**src/rtl/updi_bit_scheduler.sv**
```systemverilog
// Shared bit-rate timer for the UPDI single-wire link: grants one UART frame to
// RX or TX, emits per-bit strobes and enforces a guard gap before TX is re-granted.
module updi_bit_scheduler #(
  parameter int DIV        = 16,
  parameter int FRAME_BITS = 12,
  parameter int GUARD      = 2
) (
  input  logic                          clk,
  input  logic                          rst,
  input  logic                          tx_req,
  input  logic                          rx_req,
  output logic                          tx_gnt,
  output logic                          rx_gnt,
  output logic                          bit_tick,
  output logic [$clog2(FRAME_BITS)-1:0] bit_idx,
  output logic                          frame_done,
  output logic                          collision
);

  localparam int IW = $clog2(FRAME_BITS);
  localparam int PW = (DIV > 1) ? $clog2(DIV) : 1;
  localparam int GW = $clog2(GUARD * DIV + 2);

  localparam logic [PW-1:0] PH_LAST    = PW'(DIV - 1);
  localparam logic [PW-1:0] PH_RX      = PW'(DIV / 2);
  localparam logic [IW-1:0] BIT_LAST   = IW'(FRAME_BITS - 1);
  localparam logic [GW-1:0] GUARD_LOAD = GW'(GUARD * DIV);

  typedef enum logic [1:0] {ST_IDLE, ST_RUN, ST_GUARD} state_t;
  typedef enum logic       {OWN_TX, OWN_RX}            owner_t;

  state_t         state;
  owner_t         owner;
  logic [PW-1:0]  phase;
  logic [IW-1:0]  bit_cnt;
  logic [GW-1:0]  guard_cnt;

  // The frame cycle counter c is kept as bit_cnt*DIV + phase, so no divider is needed.
  logic          owner_req;
  logic          phase_wrap;
  logic [PW-1:0] phase_nxt;
  logic [IW-1:0] bit_nxt;
  logic          tick_nxt;
  logic          last_now;
  logic          last_nxt;
  logic          grant_ok;

  assign owner_req  = (owner == OWN_RX) ? rx_req : tx_req;
  assign phase_wrap = (phase == PH_LAST);
  assign phase_nxt  = phase_wrap ? '0 : phase + 1'b1;
  assign bit_nxt    = phase_wrap ? bit_cnt + 1'b1 : bit_cnt;
  assign tick_nxt   = (phase_nxt == ((owner == OWN_RX) ? PH_RX : '0));
  assign last_now   = phase_wrap && (bit_cnt == BIT_LAST);
  assign last_nxt   = (phase_nxt == PH_LAST) && (bit_nxt == BIT_LAST);
  // The last guard cycle doubles as the IDLE decision, so a held TX request sees no extra gap.
  assign grant_ok   = rx_req || (tx_req && (state == ST_IDLE || guard_cnt == GW'(1)));

  // NOTE: every register here, outputs included, is assigned with <= so that all
  // next-state decisions read the values from before this clock edge.
  always_ff @(posedge clk or posedge rst) begin
    if (rst) begin
      state      <= ST_IDLE;
      owner      <= OWN_TX;
      phase      <= '0;
      bit_cnt    <= '0;
      guard_cnt  <= '0;
      tx_gnt     <= 1'b0;
      rx_gnt     <= 1'b0;
      bit_tick   <= 1'b0;
      bit_idx    <= '0;
      frame_done <= 1'b0;
      collision  <= 1'b0;
    end else begin
      bit_tick   <= 1'b0;
      frame_done <= 1'b0;
      case (state)
        ST_IDLE, ST_GUARD: begin
          if (grant_ok) begin
            state     <= ST_RUN;
            owner     <= rx_req ? OWN_RX : OWN_TX;
            tx_gnt    <= !rx_req;
            rx_gnt    <= rx_req;
            bit_tick  <= !rx_req;
            bit_idx   <= '0;
            phase     <= '0;
            bit_cnt   <= '0;
            guard_cnt <= '0;
            collision <= 1'b0;
          end else if (state == ST_GUARD) begin
            guard_cnt <= guard_cnt - 1'b1;
            if (guard_cnt == GW'(1)) state <= ST_IDLE;
          end
        end

        ST_RUN: begin
          if (owner == OWN_TX && rx_req) collision <= 1'b1;
          if (!owner_req || last_now) begin
            tx_gnt <= 1'b0;
            rx_gnt <= 1'b0;
            if (GUARD == 0) begin
              state <= ST_IDLE;
            end else begin
              state     <= ST_GUARD;
              guard_cnt <= GUARD_LOAD;
            end
          end else begin
            phase      <= phase_nxt;
            bit_cnt    <= bit_nxt;
            bit_tick   <= tick_nxt;
            frame_done <= last_nxt;
            if (tick_nxt) bit_idx <= bit_nxt;
          end
        end

        default: state <= ST_IDLE;
      endcase
    end
  end

endmodule

```
**config.mk**
```make
export PLATFORM = sky130hd
export DESIGN_NAME = updi_bit_scheduler
export DESIGN_NICKNAME = d
export VERILOG_FILES = /design/src/rtl/updi_bit_scheduler.sv
export SDC_FILE = /design/constraint.sdc
export NUM_CORES = 1
export LEC_CHECK = 0
export CORE_MARGIN = 1.5
export CORE_UTILIZATION = 57
export CTS_CLUSTER_DIAMETER = 30
export CTS_CLUSTER_SIZE = 8
export DETAILED_ROUTE_END_ITERATION = 7
export GPL_TIMING_DRIVEN = 0
export PLACE_DENSITY = 0.79
export SLEW_MARGIN = 10
export SYNTH_ARGS = -nofsm -noshare
export SYNTH_HDL_FRONTEND = slang
export SYNTH_SLANG_ARGS = --single-unit
```
**constraint.sdc**
```tcl
create_clock -name clk -period 2.4 [get_ports clk]
set_input_delay 0.6 -clock clk [delete_from_list [all_inputs] [get_ports clk]]
set_output_delay 0.6 -clock clk [all_outputs]
set_load 0.005 [all_outputs]
```
# Word level (Yosys, flattened, before mapping)

Cells that the tools add are included.

Equal/unequal tests: 15
Reduce and logical (&&, ||, !) cells: 19
Bitwise gates (word level): 1
Muxes and demuxes: 35
Add/subtract/negate cells: 3

Operator list:

| kind                                                 | count |
|---|---|
| two-way mux 4 bit                                    | 8 |
| one-hot mux 4 bit (2 select lines)                   | 3 |
| two-way mux 6 bit                                    | 3 |
| equality test 4 bit (second input constant)          | 4 |
| AND reduction 3 bit                                  | 5 |
| one-hot mux 6 bit (2 select lines)                   | 1 |
| two-way mux 1 bit                                    | 11 |
| != test 2 bit (second input constant)                | 5 |
| adder 4 x 1 -> 4 bit (second input constant)         | 2 |
| two-way mux 2 bit                                    | 4 |
| one-hot mux 1 bit (2 select lines)                   | 4 |
| equality test 6 x 1 -> 1 bit (second input constant) | 1 |
| != test 3 bit (second input constant)                | 2 |
| subtractor 6 x 1 -> 6 bit (second input constant)    | 1 |
| equality test 4 bit                                  | 1 |
| logical AND 1 bit                                    | 4 |
| one-hot mux 2 bit (2 select lines)                   | 1 |
| AND reduction 4 bit                                  | 1 |
| logical OR 1 bit                                     | 3 |
| equality test 2 x 1 -> 1 bit (second input constant) | 1 |
| equality test 2 bit (second input constant)          | 1 |
| zero test 1 bit                                      | 2 |
| zero test 2 bit                                      | 1 |
| AND reduction 2 bit                                  | 1 |
| 3 further kinds                                      | 3 |

Logic and storage cells: 84
Output and inout port bits: 9
Bits of input ports: 4
Bits in registers: 26

# Longest topological paths before layout

Gate-level depths: netlist of the first run.

Depth after elaboration: 6
Gate-level depth with buffers: 8
Gate-level depth less buffers: 7

# Worst setup path before layout of the first run

Ideal clock, no wire load.

Path type: register to register
Start point: register phase[0]
End point: register guard_cnt[0]
Stages on the path, launching flop included: 9
Setup time: 125 ps
Required time: 2275 ps
Arrival: 1846 ps
Slack: 429 ps
Buffers on the path: 2
Clock period less this slack: 1971 ps
Cell sequence: dfrtp_1 -> ha_1 -> and4_1 -> buf_6 -> a21oi_1 -> a21bo_2 -> buf_4 -> nor2_1 -> mux2_2

Longest elaborated chain between the ends: 5

Ends and longest elaborated chain:

| element                              | RTL line | RTL |
|---|---|---|
| from (decl)                          | 34       | `logic [PW-1:0] phase;` |
| from (signal assigned)               | 107      | `phase <= phase_nxt;` |
| equality test 4 bit                  | 49       | `assign phase_wrap = (phase == PH_LAST);` |
| logical AND 1 bit                    | 53       | `assign last_now = phase_wrap && (bit_cnt == BIT_LAST);` |
| logical OR 1 bit                     | 97       | `if (!owner_req \|\| last_now) begin` |
| != test 2 bit (no source line)       | --       |  |
| AND reduction 3 bit (no source line) | --       |  |
| to (signal assigned)                 | 90       | `guard_cnt <= guard_cnt - 1'b1;` |
| to (decl)                            | 36       | `logic [GW-1:0] guard_cnt;` |

No other way between the ends.
A chain may end at the register's enable or synchronous reset.

# Final worst setup path of the first run

Start point: register phase[0]
End point: register bit_idx[1]

Longest elaborated chain between the ends: 5
Elaborated cells between the ends (all ways): 13
Those cells by class: 1 x add/sub; 4 x eq/ne; 5 x mux; 3 x reduce/logical

Ends and longest elaborated chain:

| element                                                                                    | RTL line | RTL |
|---|---|---|
| adder 4 x 1 -> 4 bit or equality test 4 bit (tied branches)                                | 50, 49   |  |
| two-way mux 4 bit, or another cell as far along                                            | 50       | `assign phase_nxt = phase_wrap ? '0 : phase + 1'b1;` |
| equality test 4 bit, or another cell as far along                                          | 52       | `assign tick_nxt = (phase_nxt == ((owner == OWN_RX) ? PH_RX : '0));` |
| != test 2 bit (no source line) or two-way mux 4 bit (tied branches)                        | --       |  |
| AND reduction 4 bit (no source line) or one-hot mux 4 bit (2 select lines) (tied branches) | --       |  |
| to (signal assigned)                                                                       | 111      | `if (tick_nxt) bit_idx <= bit_nxt;` |
| to (decl)                                                                                  | 15       | `output logic [$clog2(FRAME_BITS)-1:0] bit_idx,` |

Several ways; a longest one is shown, not always the timed one. The select of a mux whose other input is x is not followed.

==> results of run 1 <==
-- area by class of cell --
cell class | count | area [um^2]
multi-input cells | 121 | 812
inverters | 8 | 30.0
fillers | 188 | 786
clock buffers | 3 | 22.5
well taps | 30 | 37.5
flip-flops and latches | 26 | 651
repair buffers | 12 | 120
plain buffers | 7 | 41.3
-- cell families after synthesis --
kind of cell,count (synthesis),synth area share
XOR/XNOR,9,0.0515
multiplexers,3,0.0213
buffers and inverters,15,0.0466
adder cells (fa/ha/maj),5,0.0409
flip-flops,26,0.425
AO/OA/AOI/OAI,46,0.212
AND/OR/NAND/NOR,58,0.203
-- routing by layer --
| layer | vias to the layer above | wire length, um | GRT usage | part of all wire |
|---|---|---|---|---|
| met5 | - | 0 | 0 | 0 |
| met4 | 0 | 52 | 0.100 | 0.016 |
| met3 | 7 | 95 | 0.0246 | 0.030 |
| met2 | 33 | 1540 | 0.367 | 0.48 |
| met1 | 574 | 1510 | 0.348 | 0.47 |
| li1 | 610 | - | - | - |
-- placed cells by master (no fill, tap or decap), drive strengths merged, types with 3 or more instances in the layout --
master / netlist / final
dfrtp: 26 / 26
nand2: 23 / 23
o21ai: 13 / 13
clkdlybuf4s50: 0 / 12
a21oi: 11 / 11
inv: 8 / 8
nand3: 7 / 7
nor2: 6 / 6
clkbuf: 3 / 6
xnor2: 5 / 5
ha: 5 / 5
o31ai: 4 / 4
xor2: 4 / 4
and3: 4 / 4
buf: 4 / 4
nor4: 3 / 3
nor2b: 3 / 3
a22o: 3 / 3
-- worst paths after layout --
check | to | start | slack (ns) | depth (start not counted)
max | bit_idx[1]$_DFFE_PP0P_ | phase[0]$_DFFE_PP0P_ | 0.16 | 7
min reg2reg | collision$_DFFE_PP0P_ | collision$_DFFE_PP0P_ | 0.51 | 1
max reg2reg | bit_idx[1]$_DFFE_PP0P_ | phase[0]$_DFFE_PP0P_ | 0.16 | 7
min | collision$_DFFE_PP0P_ | collision$_DFFE_PP0P_ | 0.51 | 1
max in group asynchronous | frame_done$_DFF_PP0_ | rst | 1.02 | 2
min in group asynchronous | tx_gnt$_DFFE_PP0P_ | rst | 0.80 | 2
-- power breakdown --
part	internal (mW)	total, mW	switching [mW]
Clock	0.0588	0.181	0.122
Sequential	0.556	0.690	0.134
Combinational	0.341	0.822	0.481
-- Yosys cell counts, drive strengths merged, types with 3 or more instances --
master,n
a21oi,11
a22o,3
and3,4
buf,4
clkbuf,3
dfrtp,26
ha,5
inv,8
nand2,23
nand3,7
nor2,6
nor2b,3
nor4,3
o21ai,13
o31ai,4
xnor2,5
xor2,4
-- registers in the layout, indices dropped and copies added, names as in the netlist, 2 cells and up --
register / cells
bit_cnt: 4
state: 2
phase: 4
bit_idx: 4
guard_cnt: 6
-- critical path: cells and delay by family, from the launching register on --
kind | cells | cell delay [ns]
compound gates | 3 | 0.83
buf+inv | 1 | 0.13
fa+ha+maj | 1 | 0.32
flops | 1 | 0.47
simple gates | 2 | 0.43
==> impl_results.md, run 1 <==
* Outcome: completed
* Total grt overflow at 0
* CTS resizes at 0
* Nets at 188
* CTS tree: done
* Total GRT Usage at 0.242
* I/O pins at 13
* RSZ-0062 raised after global routing: no
* Synth async-reset ratio at 1.00
* Vias in the first global route at 1139
* Pleak at 0.738 nW
* DRC at 0
* Cts hold-fix bufs at 0
* CTS max path bufs at 2
* Syn. warnings at 0
* WP data arrival at 2.51 ns
* Final Wtd Congestion at 0.859
* Worst setup EP type: register
* Slowest CP cell: dfrtp_1
* Drt wl/cell at 15.4 um
* Worst setup margin at 0.158 ns
* Die width at 54.8 um
* CTS buffer count at 3
* Rows at 18
* Synth top area share at 0.425
* Worst-Skew Late Latency at 0.31 ns
* Period utilization at 0.934
* Hold Vio Cnt, Final at 0
* Initial Util at 0.612
* Placed cell area at 0.00169 mm^2
* Crit Path Class: reg2reg
* Post-Layout Cell Count at 207
* Setup TNS at 0 ns
* PwrDens at 988 mW/mm^2
* Max Freq at 446 MHz
* Yosys cell types at 49
* Setup Skew at 0.000688 ns
* Initial antenna violation count at 0
* Total chip power at 1.69 mW
* Yosys top cell by area: dfrtp_1
* Final instance area at 0.00171 mm^2
* Crit-path max FO at 9
* Fin util at 0.686
* Synth Flop Type: dfrtp_1
* Dpl hpwl at 2280 um
* Ant diodes at 0
* Die area at 0.00300 mm^2
* Detail Route Antenna Nets at 0
* Top cells by area, synth: dfrtp_1, nand2_1, o21ai_0, ha_1, a21oi_1
* DRT Wirelength at 3200 um
* Global-route wire length before repair at 5160 um
* Layout cells sized above 1 at 0.130
* Synthesized flop and latch total at 26
* Max stage delay on crit path at 0.47 ns
* Setup Buffers After CTS at 0
* Post-synth net total at 171
* Syn-to-layout area delta at 12.0%
* Final setup fails at 0
* Cell Chain, Critical Path: ha_1, and4_1, buf_6, a211oi_4, nand3_4, a211oi_2, a31o_1
* Die extent in y at 54.8 um
* Fin crit period at 2.24 ns
* Drt first pass iters at 4
* Sequential share of the synthesized area at 0.425
* Pin count of the biggest net entering global routing at 27
* Maximum vdd drop at 662 uV
* Critical Path Source Type: register
* Mapped Cells at 162
* Syn Area/Cell at 9.45 um^2
* Slew Limit Fails at 0
* Worst Tran Pin Value at 0.962 ns
* Number of flops mapped to enable cells by yosys at 0
* Worst-path clk slew at 0.13 ns
* # Max-Cap Violations at 0
* Worst min path class: reg2reg
* H-Tree Depth at 1
* Clk sinks at 26
* Placed Cells at 204
* Slew margin rel. at 0.358
* Place WS at -0.156 ns
* Root Driver: clkbuf_4
* Number of I/O port buffers at 12
* Post-Syn Area at 0.00153 mm^2
* Critical Path RT at 2.67 ns
* Worst hold slack at 0.509 ns
* Core area at 0.00250 mm^2
* DRT iter0 DRCs at 21
* Vias at 1224
* Vias/cell at 5.91
Note: power is estimated with default switching activity, not from simulation.
==> inputs of run 2 (changes only) <==
Settings changed: CORE_UTILIZATION 57 to 62, CTS_BUF_LIST set to sky130_fd_sc_hd__clkbuf_8, PLACE_DENSITY 0.79 to 0.85.
Clock period 2.4 ns to 2.85 ns, I/O delays scaled along.
==> impl_results.md, run 2 (synthesized netlist as in run 1, its figures left out) <==
* Dpl hpwl at 2180 um
* Setup TNS at 0 ns
* H-Tree Depth at 1
* Worst-Skew Late Latency at 0.27 ns
* Die area at 0.00278 mm^2
* Slowest CP cell: clkdlybuf4s50_1
* # Max-Cap Violations at 0
* Placed Cells at 202
* R2R cell count at 7
* Fin crit period at 2.44 ns
* Pleak at 0.759 nW
* Max reg flops at 6
* Drt first pass iters at 4
* DRT iter0 DRCs at 39
* DRT Wirelength at 3220 um
* CTS buffer count at 3
* Clk sinks at 26
* Worst Tran Pin Value at 0.963 ns
* Ant diodes at 0
* Die width at 52.7 um
* Final Wtd Congestion at 0.867
* PwrDens at 893 mW/mm^2
* Outcome: completed
* Period utilization at 0.855
* Root Driver: clkbuf_8
* Most frequent cells in the layout: dfrtp_1, nand2_1, o21ai_0
* Syn-to-layout area delta at 14.8%
* Worst min path class: reg2reg
* Final setup fails at 0
* Total grt overflow at 0
* Placed cell area at 0.00169 mm^2
* CTS max path bufs at 2
* Final instance area at 0.00176 mm^2
* Initial Util at 0.672
* Detail Route Antenna Nets at 0
* WP buf/inv at 1
* Rows at 17
* Worst path depth at 6
* Maximum vdd drop at 705 uV
* Top reg by flops: guard_cnt
* Crit-path max FO at 6
* Die extent in y at 52.7 um
* Hold Path Depth at 1
* Critical Path RT at 3.00 ns
* Setup Skew at 0.00811 ns
* Post-Layout Cell Count at 206
* CTS tree: done
* Vias at 1273
* Commonest non-fill, non-tap cell in the layout: dfrtp_1
* Slew Limit Fails at 0
* I/O pins at 13
* Critical Path Source Type: input pin
* Global-route wire length before repair at 5490 um
* CTS resizes at 0
* Vias/cell at 6.18
* Vias in the first global route at 1203
* Initial antenna violation count at 0
* WP data arrival at 2.59 ns
* Setup Buffers After CTS at 0
* DRC at 0
* Core area at 0.00228 mm^2
* Nets at 188
* Number of I/O port buffers at 12
* Pin count of the biggest net entering global routing at 27
* Slew margin rel. at 0.358
* Crit Path Class: in2reg
* RSZ-0062 raised after global routing: no
* Cts hold-fix bufs at 0
* Worst path top cell family by delay: buffers and inverters
* Layout cells sized above 1 at 0.129
* Cell Chain, Critical Path: clkdlybuf4s50_1, mux2i_1, a21oi_1, nand2_1, a21oi_2, mux2_2
* Hold Vio Cnt, Final at 0
* Total GRT Usage at 0.270
* Drt wl/cell at 15.6 um
* Worst-path clk slew at 0.10 ns
* Worst setup EP type: register
* Max stage delay on crit path at 0.59 ns
* Max Freq at 410 MHz
run 2: changes by cell type in the layout (fill, tap and decap cells not counted), sizes merged:
cell and delta:
bufinv +1
run 2: path summary, 6_finish.rpt:
kind	slack, ns	from	endpoint
max	0.41	rx_req	bit_cnt[1]$_DFFE_PP0P_
max reg2reg	0.55	phase[0]$_DFFE_PP0P_	bit_cnt[1]$_DFFE_PP0P_
min	0.50	collision$_DFFE_PP0P_	collision$_DFFE_PP0P_
min in group asynchronous	0.96	rst	guard_cnt[3]$_DFFE_PP0P_
max in group asynchronous	1.30	rst	phase[1]$_DFFE_PP0P_
min reg2reg	0.50	collision$_DFFE_PP0P_	collision$_DFFE_PP0P_
run 2: final cells by class:
type	instances	area [um^2]
Clock buffer	3	41.3
Multi-Input combinational cell	121	808
Clock inverter	1	30.0
Sequential cell	26	651
Inverter	8	30.0
Buffer	7	41.3
Tap cell	28	35.0
Timing Repair Buffer	12	120
Fill cell	156	519
run 2: where the power goes:
part	switching [mW]	leakage, nW	internal [mW]
clock	0.119	0.0357	0.188
sequential	0.109	0.346	0.469
combinational	0.400	0.377	0.285
total	0.628	0.759	0.941
run 2: per-stage QoR:
| step | power, mW | utilization | hold slack, ns | worst slack (ns) |
|---|---|---|---|---|
| 2_1_floorplan | 1.06 | - | 0.486 | 0.879 |
| 3_3_place_gp | 1.23 | 0.741 | 0.476 | 0.202 |
| 3_5_place_dp | 1.25 | 0.741 | 0.479 | 0.169 |
| 4_1_cts | 1.56 | 0.772 | 0.501 | 0.452 |
| 5_1_grt | 1.68 | 0.772 | 0.516 | 0.343 |
| 6_report | 1.57 | 0.772 | 0.496 | 0.414 |
run 2: layer usage:
metal	share of wire	routed length [um]	track usage	vias up
met1	0.46	1490	0.371	606
met4	0.022	70	0.111	0
met3	0.048	155	0.0286	8
li1	-	-	-	615
met5	0	0	0	-
met2	0.47	1500	0.431	44
run 2: worst register-to-register path: cells and delay by family (launching register included):
| kind | cells | cell delay (ns) |
|---|---|---|
| AO/OA/AOI/OAI | 2 | 0.54 |
| flip-flops | 1 | 0.45 |
| AND/OR/NAND/NOR | 2 | 0.38 |
| multiplexers | 1 | 0.37 |
| adder cells (fa/ha/maj) | 1 | 0.31 |
| buffers and inverters | 1 | 0.13 |
